$ cat src/rtl/irq_pend_latch.sv
`default_nettype none
// +----------------------------------------------------------------------+
// | irq_pend_latch                                                       |
// | Sync + edge-detect raw requests into sticky, maskable pending bits.  |
// | Rev 1.0 - initial release                                            |
// +----------------------------------------------------------------------+
module irq_pend_latch #(
  parameter int N           = 8,
  parameter int CW          = 3,
  parameter int SYNC_STAGES = 2
) (
  input  logic          clk,
  input  logic          rst_n,
  input  logic [N-1:0]  req_in,
  input  logic          mask_we,
  input  logic [N-1:0]  mask_wdata,
  input  logic          ack,
  input  logic [CW-1:0] ack_code,
  input  logic          lost_clr,
  output logic [N-1:0]  pend,
  output logic          irq,
  output logic [N-1:0]  mask,
  output logic [N-1:0]  lost
);

  logic [N-1:0] r_sync [SYNC_STAGES];
  logic [N-1:0] r_prev;
  logic [N-1:0] r_pend_raw;
  logic [N-1:0] r_mask;
  logic [N-1:0] r_lost;

  logic [N-1:0] w_rise;
  logic [N-1:0] w_ack_vec;
  logic [N-1:0] w_pend_raw_nxt;
  logic [N-1:0] w_lost_nxt;

  // Codes at or above N match no bit and are therefore ignored.
  always_comb begin
    w_ack_vec = '0;
    if (ack) begin
      for (int i = 0; i < N; i++) begin
        if (CW'(i) == ack_code) w_ack_vec[i] = 1'b1;
      end
    end
  end

  assign w_rise         = r_sync[SYNC_STAGES-1] & ~r_prev;
  // A fresh event beats a coincident acknowledge so it is never dropped.
  assign w_pend_raw_nxt = w_rise | (r_pend_raw & ~w_ack_vec);
  assign w_lost_nxt     = (w_rise & r_pend_raw & ~w_ack_vec)
                        | (lost_clr ? '0 : r_lost);

  always_ff @(posedge clk or negedge rst_n) begin
    if (!rst_n) begin
      for (int s = 0; s < SYNC_STAGES; s++) r_sync[s] <= '0;
      r_prev     <= '0;
      r_pend_raw <= '0;
      r_mask     <= '1;
      r_lost     <= '0;
    end else begin
      r_sync[0] <= req_in;
      for (int s = 1; s < SYNC_STAGES; s++) r_sync[s] <= r_sync[s-1];
      r_prev     <= r_sync[SYNC_STAGES-1];
      r_pend_raw <= w_pend_raw_nxt;
      r_lost     <= w_lost_nxt;
      if (mask_we) r_mask <= mask_wdata;
    end
  end

  assign pend = r_pend_raw & ~r_mask;
  assign irq  = |pend;
  assign mask = r_mask;
  assign lost = r_lost;

endmodule
`default_nettype wire

$ cat config.mk
export PLATFORM = sky130hd
export DESIGN_NAME = irq_pend_latch
export DESIGN_NICKNAME = d
export VERILOG_FILES = /design/src/rtl/irq_pend_latch.sv
export SDC_FILE = /design/constraint.sdc
export NUM_CORES = 1
export LEC_CHECK = 0
export ABC_AREA = 0
export CORE_MARGIN = 2
export CORE_UTILIZATION = 45
export DETAILED_ROUTE_END_ITERATION = 7
export PLACE_DENSITY = 0.86
export SETUP_SLACK_MARGIN = 0.5
export SYNTH_ARGS = -nofsm -noshare
export SYNTH_HDL_FRONTEND = slang
export SYNTH_SLANG_ARGS = --single-unit
$ cat constraint.sdc
create_clock -name clk -period 1.01 [get_ports clk]
set_input_delay 0.101 -clock clk [delete_from_list [all_inputs] [get_ports clk]]
set_output_delay 0.101 -clock clk [all_outputs]
set_load 0.01 [all_outputs]
# Word level (Yosys, flattened, before mapping)
# Cells that the tools add are included.
# classes
add_sub_neg,0
n_mul,0
div,0
magnitude_cmp,0
eq_ne,7
n_shift,0
muxes,10
bitwise_logic,10
reduce_logical,2
# op_table
op,n
$and 8x8->8,5
$not 8->8,3
$mux 8,2
$or 8x8->8,2
$eq 3x3->1 const A,4
$mux 1,8
$reduce_or 8->1,1
$eq 2x3->1 const A,2
$eq 1x3->1 const A,1
$logic_not 3->1,1
# word_totals
register_bits,48
latchBits,0
ramBits,0
romBits,0
in_bits,24
output_inout_bits,25
word_cells,35
mem_count,0

# Longest topological paths before layout
# depth
word_depth,6
depth_mapped,3
depth_no_buf,3

# Worst setup path before layout
# Ideal clock, no wire load.
# synth_timing
path_kind,reg-to-output
startpoint,"register r_mask[3], in the netlist mask[3]"
endpoint,output irq
arrival_time_ns,1.010
t_required_ns,0.909
setup_slack_ns,-0.101
path_stages_with_launch,4
path_buffers,0
path_cell_list,dfstp_2 -> nor2b_1 -> nor4_1 -> nand2_1
# synth_via
elab_chain_len,3
# synth_lines
element,line,rtl
"start, declared",29,logic [N-1:0] r_mask;
"start signal, assigned",66,if (mask_we) r_mask <= mask_wdata;
$not 8->8,70,assign pend = r_pend_raw & ~r_mask;
$and 8x8->8,70,
net pend[3],20,"output logic [N-1:0] pend,"
$reduce_or 8->1,71,assign irq = |pend;
"end, declared",21,"output logic irq,"
# The timed path passes the listed nets, and every way through them passes these cells.

# Worst setup path in the final report
# layout_timing
startpoint,"register r_mask[7], in the netlist mask[7]"
endpoint,output irq
# layout_via
elab_chain_len,3
# layout_lines
element,line
$not 8->8,70
$and 8x8->8,70
$reduce_or 8->1,71
# Every way passes these cells.

==> metrics.md <==
| Metric | Value |
|---|---|
| Status | `finished, violations left` |
| Failing checks | `hold timing, setup timing` |
| Syn Area/Cell | `around 14 µm²` |
| Core area | `3420 µm²` |
| Worst Hold Margin | `-0.320 ns` |
| Clock slew at reported path FFs | `around 0.14 ns` |
| Worst Tran Pin Value | `approximately 0.42 ns` |
| Max-Cap Viols | `0` |
| Die boundary height | `64.2 µm` |
| DIE AREA | `between 4000 and 5000 µm²` |
| Starting DRC count in detailed routing | `33` |
| Area of the multi-input gates | `approximately 580 µm²` |
| Longest Clk Path Bufs | `2` |
| Static leakage | `1.40 nW` |
| Layout Cells excl Fill | `~260` |
| Chip width | `between 60 and 70 µm` |
| Setup tns final | `-6.01 ns` |
| Maximum VDD drop | `about 1300 µV` |
| Final hold vios | `48` |
| DRT Pass-1 Iters | `4` |
| Wire length after detailed routing | `4.91 mm` |
| Port Buffer Count | `between 40 and 50` |
| Final worst slack | `-0.592 ns` |
| Largest net degree at the start of global routing | `49` |
| Site row count | `21` |
| Synthesized cell area | `1630 µm²` |
| Layout Nets | `240` |
| Net Count, Synth | `138` |
| Seq cells post-synth | `between 40 and 50` |
| CTS Sinks | `48` |
| Global-route wire length before repair | `between 7 and 8 mm` |
| GRT Residual Overflow | `0` |
| Synthesis Warnings | `0` |
| Fraction of layout cells with a size suffix above 1 | `59.0%` |
| Area delta synth->final | `79.8%` |
| Max FO, Critical Path | `2` |
| Area leader, netlist | `dfrtp_1` |
| Routed wire per std cell | `around 19 µm` |
| Max-slew headroom | `72.2%` |
| Vias/cell | `between 4 and 5` |
| Dpl cells | `~230` |
| Later-pin clock latency in the skew report | `~0.37 ns` |
| H-tree depth reported by CTS | `2` |
| PD cells | `1580 nW/µm²` |
| Unrepaired setup endpoints after global routing | `true` |
| Max-slew violations | `0` |
| Post-synthesis instance total | `114` |
| Flop2flop setup slack | `-0.06 ns` |
| Minimum clock period | `~1.6 ns` |
| Synth cell types | `16` |
| Post-synth top area share | `about three fifths` |
| Starting Density | `47.8%` |
| Hold crit path type | `primary input to async pin` |
| Fill cells | `155` |
| Setup crit start kind | `flip-flop` |
| Vias in the first global route | `1458` |
| Peak Freq | `approximately 620 MHz` |
| Final period util | `159%` |
| Tot Pwr | `~0.0046 W` |
| Seq/Total Area, Yosys | `74.2%` |
| CTS tree | `yes` |
| Worst Path Arrival | `roughly 1.5 ns` |
| Antenna cells | `0` |
| GPL Wtd Cong | `0.736` |
| GRT Total Usage | `between 20% and 30%` |
| CP required | `around 0.9 ns` |
| Clock Skew | `0.0148 ns` |
| Util after Layout | `85.9%` |
| Io pins | `49` |
| Kind of critical path | `flip-flop to output port` |
| Drt drc | `0` |
| Reg2Reg Depth | `4` |
| Detailed Place HPWL | `~2.8 mm` |
| Num CTS Buffers | `5` |
| Clk root buf | `clkbuf_4` |
| Vias | `between 1000 and 1500` |
| Crit. End Element | `output port` |
| Top post-synthesis cells by area | `dfrtp_1 (61%), dfstp_2 (13%), mux2_2 (5.5%)` |
| Antenna violations before repair | `0` |
| Pre-CTS WS | `-0.555 ns` |
| Post-detailed-route count of antenna-violating nets | `0` |
| Register Area | `between 1000 and 1500 µm²` |
| Endpoints failing setup | `28` |
## cells by family (layout without fill, tap and decap cells)
kind of cell	after synthesis	count (layout)	synth area share, %
simple gates	29	29	9.43
mux	8	8	5.52
buf+inv	13	116	3.07
compound gates	16	16	7.75
flops	48	48	74.2
## cell usage in the layout (no fill, tap or decap), drive strengths merged, types with 3 or more instances in the layout
| cell | netlist | final |
|---|---|---|
| o22ai | 8 | 8 |
| mux2 | 8 | 8 |
| nor2b | 8 | 8 |
| inv | 11 | 11 |
| nand2b | 8 | 8 |
| dfstp | 8 | 8 |
| o31ai | 4 | 4 |
| clkdlybuf4s50 | 0 | 18 |
| dfrtp | 40 | 40 |
| o41ai | 3 | 3 |
| clkbuf | 0 | 7 |
| buf | 2 | 75 |
| nand2 | 11 | 11 |
## worst paths after layout
check                           start          to
setup / recovery              mask[7]         irq
hold / removal                  rst_n     lost[3]
setup reg to reg              mask[3]     mask[3]
hold reg to reg            r_sync[13]   r_sync[5]
max in group asynchronous       rst_n     mask[5]
min in group clk            req_in[4]  r_sync[12]
## layout make-up
| class | instances | share of cell area, % |
|---|---|---|
| Clock buffer | 7 | 2.22 |
| Clock inverter | 1 | 1.02 |
| Inverter | 11 | 1.41 |
| Multi-Input combinational cell | 53 | 19.7 |
| Sequential cell | 48 | 41.3 |
| Tap cell | 46 | 1.96 |
| Timing Repair Buffer | 97 | 32.4 |
## through the flow
| stage | hold slack (ns) | cell area, µm² |
|---|---|---|
| 3_3_place_gp | 0.0919 | 2480 |
| 2_1_floorplan | -0.195 | 1740 |
| 5_1_grt | -0.314 | 2930 |
| 6_report | -0.320 | 2930 |
| 4_1_cts | -0.303 | 2790 |
| 3_5_place_dp | 0.0994 | 2480 |
## layer usage
layer	part of all wire (%)	up-vias	track usage (%)
met1	37	665	25.3
met5	0	-	0
met3	3.8	9	6.34
li1	-	588	-
met2	57	43	49.0
met4	2.4	0	9.57
## worst max-delay path: stages, from the launching register on
cell and delay, ns:
dfstp_2 0.58, nor2b_4 0.05, nor4_2 0.27, nand2_1 0.09
buf_2 0.15
## power breakdown
group	total (W)	internal, W	leakage (nW)	switching [W]
combinational	0.00117	0.000714	0.803	0.000460
sequential	0.00220	0.00209	0.541	0.000111
clock	0.00127	0.000657	0.0515	0.000610
total	0.00464	0.00346	1.40	0.00118
## registers in the layout, summed over array words and instances (netlist names)
signal,count
r_pend_raw,8
lost,8
r_prev,8
r_sync,16
mask,8
## cell usage after synthesis
cell type  instances
inv_1              9
dfstp_2            8
nand2_1           11
mux2_2             8
buf_2              1
o21ai_0            1
o41ai_1            1
nand2b_1           8
inv_2              2
nor4_1             2
buf_1              1
o31ai_1            4
o41ai_2            2
dfrtp_1           40
o22ai_1            8
nor2b_1            8
## what timing repair did
item	CTS	global route
gates cloned	0	0
resized for setup	161	16
hold endpoints to repair	48	48
setup buffers	11	10
setup endpoints to repair	52	56
pin swaps	11	1
Note: power is estimated with default switching activity, not from simulation.
==> RTL edit, RTL diff (same settings) <==
The parameter `CW` goes from 3 to 6.
--- a/src/rtl/irq_pend_latch.sv
+++ b/src/rtl/irq_pend_latch.sv
@@ -7,5 +7,5 @@
 module irq_pend_latch #(
   parameter int N           = 8,
-  parameter int CW          = 3,
+  parameter int CW          = 6,
   parameter int SYNC_STAGES = 2
 ) (
Interface: changed (resized ack_code); port bits go from 49 to 52. The function was not compared with the original's and may differ.
==> RTL edit against the original RTL <==
The run ends with setup timing left; design area is 1.8% higher; clock power is 27% lower; sequential power is 2% lower; routed wire length is 4.9% higher; cell count is 0.76% higher; setup slack worse by 0.071 ns; area after synthesis is 0.92% higher; global-route usage is 4.0 points lower; sequential cell count stayed put; total power is 12% lower; critical path type unchanged.
==> RTL edit: results (changes against the original RTL) <==
----------------------------------------------------
[Run status]
  Failing checks ... setup timing
  Result of the run ... finished with violations

[Route]
  Via count normalized by instance count ... 5.01 (+0.92%)
  Via Count ... 1,327 (+1.7%)
  Post-DR wirelength/cell ... 19.4 µm (+4.1%)
  Detailed router's first-iteration violation count ... 38 (+15%)

[STA]
  Minimum setup slack in the final design ... -0.663 ns (-0.0710 ns)
  Slew at the pin closest to its max-slew limit ... 0.431 ns (+0.0156 ns)
  Final TNS setup ... -6.21 ns (-0.193 ns)
  Endpoints failing setup ... 30 (+7.1%)
  Clock skew ... 0.00945 ns (-0.00537 ns)

[Finish]
  Post-route cell area ... 2990 µm² (+1.8%)
  Fraction of area in multi-input gates ... 20.8% (+1.1 points)
  Number of non-clock buffers ... 98 (+1.0%)
  Fill cell total of the finished layout ... 139 (-10%)
  Ratio of cells with drive above 1 in the final layout ... 61.2% (+2.2 points)
  Final net count ... 245 (+2.1%)
  NonClk Buf Share ... 33.7% (+1.3 points)
  Logic inverters ... 8 (-3)
  Clock-cell share ... 2.01% (-1.2 points)

[Global route]
  First-pass GRT wire length ... 6370 µm (-14%)
  Number of global-route vias before repair ... 1,298 (-11%)
  Total track usage ... 21.1% (-4.0 points)

[Placed design]
  Total instance count after detailed placement ... 229 (-2.1%)
  Detailed placement HPWL ... 2600 µm (-5.9%)
  Worst-case setup slack after placement ... -0.556 ns (-0.000715 ns)
  Buffers on Ports ... 51 (+6.3%)
  Placed cell areas ... 2450 µm² (-1.3%)

[Power and ir drop]
  Seq group ... 2.15 mW (-2%)
  Switching pwr ... 1.12 mW (-5.2%)
  Maximum ir drop on the vdd rail ... 1180 µV (-10%)
  Static Leakage ... 1.38 nW (-1.2%)
  Clock network fraction of design power ... 22.6% (-4.7 points)
  Power drawn by the clock network ... 0.927 mW (-27%)

[Clock network]
  Number of cells upsized or downsized after cts ... 170 (+5.6%)
  Post-CTS setup repair buffer count ... 10 (-1)

[Yosys]
  Most area-consuming cells after synthesis ... sky130_fd_sc_hd__dfrtp_1 61%, sky130_fd_sc_hd__dfstp_2 13%, sky130_fd_sc_hd__mux2_2 5.5%
  Post-synthesis average cell area ... 14.3 µm² (about the same)
  Distinct cell type count of the synthesized netlist ... 19 (+3)
  Synthesized net count ... 142 (+2.9%)
  Fraction of the yosys area taken by sequential cells ... 73.6% (-0.68 points)
  Top post-synthesis cells by count ... 40 x sky130_fd_sc_hd__dfrtp_1, 9 x sky130_fd_sc_hd__nand2_1

[Critical path]
  Worst path slowest cell ... sky130_fd_sc_hd__dfstp_2
  Biggest cell delay along the critical path ... 0.60 ns (+0.02 ns)
  Arrival time of the worst setup path ... 1.57 ns (+0.07 ns)

----------------------------------------------------
RTL edit: per-layer routing:
layer | track usage (%) | vias up | share of wire (%)
met4 | 9.57 | 0 | 3.0
met2 | 37.8 | 55 | 56
met1 | 25.0 | 667 | 36
met5 | 0 | - | 0
met3 | 3.47 | 13 | 4.6
li1 | - | 592 | -
RTL edit: final timing paths:
check,from,end,slack (ns),cells past startpoint
worst max-delay path,mask[2]$_DFFE_PN1P_,irq,-0.66,4
worst min-delay path,req_in[5],r_sync[13]$_DFF_PN0_,0.15,1
worst max register to register,mask[6]$_DFFE_PN1P_,mask[6]$_DFFE_PN1P_,-0.05,4
worst min register to register,r_sync[10]$_DFF_PN0_,r_sync[2]$_DFF_PN0_,0.36,0
max in group asynchronous,rst_n,mask[2]$_DFFE_PN1P_,0.55,3
min in group asynchronous,rst_n,r_pend_raw[4]$_DFF_PN0_,0.23,3
